### config.mk
export PLATFORM = sky130hd
export DESIGN_NAME = alarm_timer_flat
export DESIGN_NICKNAME = d
export VERILOG_FILES = /design/src/rtl/alarm_pkg.sv /design/src/rtl/alarm_timer_if.sv /design/src/rtl/one_hz_divider.sv /design/src/rtl/alarm_timer.sv /design/src/flat_wrapper.sv
export SDC_FILE = /design/constraint.sdc
export NUM_CORES = 1
export LEC_CHECK = 0
export BUFFER_PORTS_ARGS = -buffer_cell sky130_fd_sc_hd__buf_4
export CAP_MARGIN = 10
export CORE_ASPECT_RATIO = 1.5
export CORE_MARGIN = 2
export CORE_UTILIZATION = 60
export CTS_BUF_LIST = sky130_fd_sc_hd__clkbuf_8
export CTS_CLUSTER_DIAMETER = 100
export DETAILED_ROUTE_END_ITERATION = 10
export GPL_ROUTABILITY_DRIVEN = 0
export PLACE_DENSITY = 0.85
export SLEW_MARGIN = 5
export SYNTH_ARGS = -nofsm -noshare
export SYNTH_HDL_FRONTEND = slang
export SYNTH_SLANG_ARGS = --single-unit
### constraint.sdc
create_clock -name clock -period 3.07 [get_ports clock]
set_input_delay 0.921 -clock clock [delete_from_list [all_inputs] [get_ports clock]]
set_output_delay 0.921 -clock clock [all_outputs]
set_load 0.05 [all_outputs]
### src/rtl/alarm_pkg.sv
// Shared types and default delays for the alarm timer.
// Interval encodings index the reprogrammable delay table.
package alarm_pkg;

  typedef enum logic [1:0] {
    IV_ARM    = 2'b00,
    IV_DRIVER = 2'b01,
    IV_PASS   = 2'b10,
    IV_SIREN  = 2'b11
  } interval_t;

  typedef enum logic [1:0] {
    ST_IDLE  = 2'b00,
    ST_COUNT = 2'b01,
    ST_DONE  = 2'b10
  } state_t;

  localparam logic [3:0] DEF_ARM    = 4'd6;
  localparam logic [3:0] DEF_DRIVER = 4'd8;
  localparam logic [3:0] DEF_PASS   = 4'd15;
  localparam logic [3:0] DEF_SIREN  = 4'd10;

endpackage

### src/rtl/alarm_timer_if.sv
// Control and status bundle of the alarm timer.
// master drives requests, slave is the timer itself.
interface alarm_timer_if;
  import alarm_pkg::*;

  logic       start_timer;
  logic [1:0] interval;
  logic       reprogram;
  logic [1:0] param_sel;
  logic [3:0] time_value;
  logic       expired;
  logic       one_hz_enable;
  logic       busy;
  logic [3:0] remaining;

  modport master (
    output start_timer, interval,
    output reprogram, param_sel, time_value,
    input  expired, one_hz_enable,
    input  busy, remaining
  );

  modport slave (
    input  start_timer, interval,
    input  reprogram, param_sel, time_value,
    output expired, one_hz_enable,
    output busy, remaining
  );

endinterface

### src/rtl/one_hz_divider.sv
// Free-running prescaler producing a registered one-cycle tick.
// clear restarts the period so the next tick is CLK_HZ cycles away.
module one_hz_divider #(
  parameter int CLK_HZ = 100000000
) (
  input  logic clock,
  input  logic reset,
  input  logic clear,
  output logic tick
);

  localparam int W = (CLK_HZ > 1) ? $clog2(CLK_HZ) : 1;
  localparam logic [W-1:0] LAST = W'(CLK_HZ - 1);

  logic [W-1:0] cnt;

  always_ff @(posedge clock) begin
    if (reset) begin
      cnt  <= '0;
      tick <= 1'b0;
    end else begin
      // a clear suppresses a pulse from the abandoned period
      tick <= (cnt == LAST) && !clear;
      if (clear || cnt == LAST)
        cnt <= '0;
      else
        cnt <= cnt + W'(1);
    end
  end

endmodule

### src/rtl/alarm_timer.sv
// Car alarm interval timer: delay table, one-second prescaler
// and IDLE/COUNT/DONE sequencer with restart on start_timer.
module alarm_timer
  import alarm_pkg::*;
#(
  parameter int         CLK_HZ           = 100000000,
  parameter logic [3:0] T_ARM_DEFAULT    = DEF_ARM,
  parameter logic [3:0] T_DRIVER_DEFAULT = DEF_DRIVER,
  parameter logic [3:0] T_PASS_DEFAULT   = DEF_PASS,
  parameter logic [3:0] T_SIREN_DEFAULT  = DEF_SIREN
) (
  input  logic         clock,
  input  logic         reset,
  alarm_timer_if.slave bus
);

  state_t     state;
  state_t     next_state;
  logic [3:0] remaining_q;
  logic [3:0] next_remaining;
  logic [3:0] times [4];
  logic       tick;

  one_hz_divider #(.CLK_HZ(CLK_HZ)) u_div (
    .clock (clock),
    .reset (reset),
    .clear (bus.start_timer),
    .tick  (tick)
  );

  // zero is not a valid delay, so such writes are dropped
  always_ff @(posedge clock) begin
    if (reset) begin
      times[IV_ARM]    <= T_ARM_DEFAULT;
      times[IV_DRIVER] <= T_DRIVER_DEFAULT;
      times[IV_PASS]   <= T_PASS_DEFAULT;
      times[IV_SIREN]  <= T_SIREN_DEFAULT;
    end else if (bus.reprogram && bus.time_value != 4'd0) begin
      times[bus.param_sel] <= bus.time_value;
    end
  end

  always_ff @(posedge clock) begin
    if (reset) begin
      state       <= ST_IDLE;
      remaining_q <= 4'd0;
    end else begin
      state       <= next_state;
      remaining_q <= next_remaining;
    end
  end

  always_comb begin
    next_state     = state;
    next_remaining = remaining_q;
    if (bus.start_timer) begin
      next_state     = ST_COUNT;
      next_remaining = times[bus.interval];
    end else begin
      unique case (state)
        ST_COUNT: begin
          if (tick) begin
            if (remaining_q <= 4'd1) begin
              next_state     = ST_DONE;
              next_remaining = 4'd0;
            end else begin
              next_remaining = remaining_q - 4'd1;
            end
          end
        end
        ST_DONE: next_state = ST_IDLE;
        default: begin
          next_state     = ST_IDLE;
          next_remaining = 4'd0;
        end
      endcase
    end
  end

  assign bus.expired       = (state == ST_DONE);
  assign bus.busy          = (state != ST_IDLE);
  assign bus.remaining     = remaining_q;
  assign bus.one_hz_enable = tick;

endmodule
### src/flat_wrapper.sv
// flat-port wrapper written by rule: the top's interface ports become plain ports
module alarm_timer_flat import alarm_pkg::*;
#(
  parameter int         CLK_HZ           = 100000000,
  parameter logic [3:0] T_ARM_DEFAULT    = DEF_ARM,
  parameter logic [3:0] T_DRIVER_DEFAULT = DEF_DRIVER,
  parameter logic [3:0] T_PASS_DEFAULT   = DEF_PASS,
  parameter logic [3:0] T_SIREN_DEFAULT  = DEF_SIREN
)
  (clock, reset, bus_start_timer, bus_interval, bus_reprogram, bus_param_sel, bus_time_value, bus_expired, bus_one_hz_enable, bus_busy, bus_remaining);
  alarm_timer_if bus_i ();
  input  logic clock;
  input  logic reset;
  input wire logic [$bits(bus_i.start_timer)-1:0] bus_start_timer;
  input wire logic [$bits(bus_i.interval)-1:0] bus_interval;
  input wire logic [$bits(bus_i.reprogram)-1:0] bus_reprogram;
  input wire logic [$bits(bus_i.param_sel)-1:0] bus_param_sel;
  input wire logic [$bits(bus_i.time_value)-1:0] bus_time_value;
  output wire logic [$bits(bus_i.expired)-1:0] bus_expired;
  output wire logic [$bits(bus_i.one_hz_enable)-1:0] bus_one_hz_enable;
  output wire logic [$bits(bus_i.busy)-1:0] bus_busy;
  output wire logic [$bits(bus_i.remaining)-1:0] bus_remaining;
  assign bus_i.start_timer = bus_start_timer;
  assign bus_i.interval = bus_interval;
  assign bus_i.reprogram = bus_reprogram;
  assign bus_i.param_sel = bus_param_sel;
  assign bus_i.time_value = bus_time_value;
  assign bus_expired = bus_i.expired;
  assign bus_one_hz_enable = bus_i.one_hz_enable;
  assign bus_busy = bus_i.busy;
  assign bus_remaining = bus_i.remaining;
  alarm_timer #(.CLK_HZ(CLK_HZ), .T_ARM_DEFAULT(T_ARM_DEFAULT), .T_DRIVER_DEFAULT(T_DRIVER_DEFAULT), .T_PASS_DEFAULT(T_PASS_DEFAULT), .T_SIREN_DEFAULT(T_SIREN_DEFAULT)) u_core (.clock(clock), .reset(reset), .bus(bus_i));
endmodule
==> flow_summary.ini <==
[outcome]
outcome = complete, no violations

[detailed_routing]
via_per_inst = 6.16
drc = 0
routed_wl_mm = 4.86
dr.pass1.iters = 4
drtIter0Drc = 56
postRouteAntennaNets = 0
wl_per_cell_microns = 16.1
vias = 1859

[sta]
finalSetupViolations = 0
hold_viol = 0
rsz0062_at_grt = false
tightest_slew_ps = 639
period_needed_ps = 2300
tns_ps = 0
slew_headroom = 0.568
layout_setup_ws_ps = 772
timing.fmax_mhz = 435
skew_ps = 7.00
drv_slew = 0
timing.hold.ws_ps = 463
finalCritPeriodShare = 0.749

[yosys]
muxShareOfSynthArea = 0.0409
synth_top_family_by_area = simple AND/OR/NAND/NOR gates
netlist.area_leader.share = 0.278
yosysSeqAreaShare = 0.475
synth_largest_area_cell = dfxtp_1
ys_types = 50
synth_area_sq_mm = 0.00244
synth_area_per_cell_sq_um = 10.2
ys_async_sr_fraction = 0
synth-xor-area-share = 0.0430
synthCells = 239
post_synth_fa_ha_maj_area_fraction = 0.0154
synth-edff-count = 16
synth_fp_nets = 254
synthSimpleGateAreaFrac = 0.285
synth_compound_gate_area_share = 0.112
synth-main-ff-cell = dfxtp_1
synth_seq_cells = 50
ys_top_cells_by_area = dfxtp_1 (28%), edfxtp_1 (20%), mux4_2 (3.7%)
yosys_warnings = 0

[cells_and_area]
design_area_sq_mm = 0.00271
layout_common_cells = dfxtp_1 (34), nor2_1 (22), buf_4 (19)
area_delta_synth_final_pct = 10.7
final_common_cell = dfxtp_1
drive_above_1_share = 0.167
stdcell_count = 302
antenna-diode-count = 0
fin_nets = 271

[power_and_ir_drop]
p_leak_nw = 0.922
power_density_mw_per_mm2 = 480
vdd_ir_drop_max_mv = 0.624

[worst_setup_path]
cp-end-kind = flip-flop
required_ps = 3130
worst_ep_arrival_time_ps = 2360
worstPathMaxFanout = 5
cp-start-kind = input port
crit_type = in -> reg

[placed_design]
place_hpwl_mm = 3.58
dp.cells = 294
numPortBuffers = 18
dpl_cell_area_sq_mm = 0.00260
dpl_worst_slack_ps = 470

[floorplanning]
core_sq_mm = 0.00392
num_io_pins = 19
die_w_microns = 56.1
std_cell_rows = 28
dieArea_sq_mm = 0.00461
die_h_microns = 82.2
start_util = 0.623

[global_route]
grt_overflow = 0
grt_max_degree = 20
grt_pass1_wl_mm = 8.07
grt_pass1_vias = 1724
antenna_found_initial = 0
track_usage = 0.231

[clocking]
insertion_delay_ps = 310
clkSinkCount = 50
htreeDepth = 2
clock-root-buffer = clkbuf_8
cts_tree = yes
cts_resized = 0
clk_path_buf_depth = 2
post_cts_buffers = 0
holdBufCountCts = 0
path_clk_slew_ps = 90
cts_made_buffers = 5

[min_path]
min_path_type = reg -> reg

[job]
maxCapViolations = 0
## where the power goes
group          internal, W  switching (W)
registers         0.000705      0.0000123
logic            0.0000510      0.0000740
clock network     0.000240       0.000217
## sequential cells by signal, summed over array words and instances, names as in the netlist
| signal | flops |
|---|---|
| u_core.u_div.cnt | 27 |
| u_core.times | 16 |
| u_core.bus.remaining | 4 |
| u_core.state | 2 |
| u_core.u_div.tick | 1 |
## synth_stat cells (all sizes together), types with 7 or more instances
cell and instances:
dfxtp 34, nor2 22, edfxtp 16, nand4 13, a21oi 12, and2 11, nand2b 9, nand3 9
or3 9, xor2 9, o21ai 8, nand2 7
## worst max-delay path: stages
cell,delay (ps)
buf_4,130
o41ai_1,640
or2_2,250
nor3b_1,90
or2_2,330
## final timing paths
check | start | endpoint | slack, ps | cells after the start
setup reg to reg | u_core.u_div.cnt[0]$_SDFF_PP0_ | u_core.u_div.cnt[4]$_SDFF_PP0_ | 960 | 6
setup / recovery | bus_time_value[1] | u_core.times[2][0]$_SDFFCE_PN1P_ | 770 | 5
hold reg to reg | u_core.u_div.cnt[0]$_SDFF_PP0_ | u_core.u_div.cnt[0]$_SDFF_PP0_ | 460 | 1
hold / removal | u_core.u_div.cnt[0]$_SDFF_PP0_ | u_core.u_div.cnt[0]$_SDFF_PP0_ | 460 | 1
## kinds of logic after synthesis
kind of cell,count (synthesis)
AO/OA/AOI/OAI,41
XOR/XNOR,12
adder cells (fa/ha/maj),3
buffers and inverters,15
flip-flops,50
multiplexers,5
AND/OR/NAND/NOR,113
## per-layer routing
layer  wire (microns)  GRT usage
met4              179      0.131
met1             1920      0.244
met5                0          0
met3              171     0.0561
met2             2590      0.419
## metrics by stage
stage | util | power (W)
6_report | 0.690 | 0.00130
5_1_grt | 0.690 | 0.00135
3_3_place_gp | 0.662 | 0.000853
2_1_floorplan | - | 0.000812
4_1_cts | 0.690 | 0.00131
3_5_place_dp | 0.662 | 0.000858
## area by class of cell
type	count	area [sq um]
Clock buffer	5	68.8
Sequential cell	50	1160
Fill cell	303	1220
Clock inverter	3	41.3
Inverter	6	22.5
Tap cell	45	56.3
Timing Repair Buffer	19	143
Multi-Input combinational cell	174	1210
No activity file was read; power rests on OpenSTA's default activity.
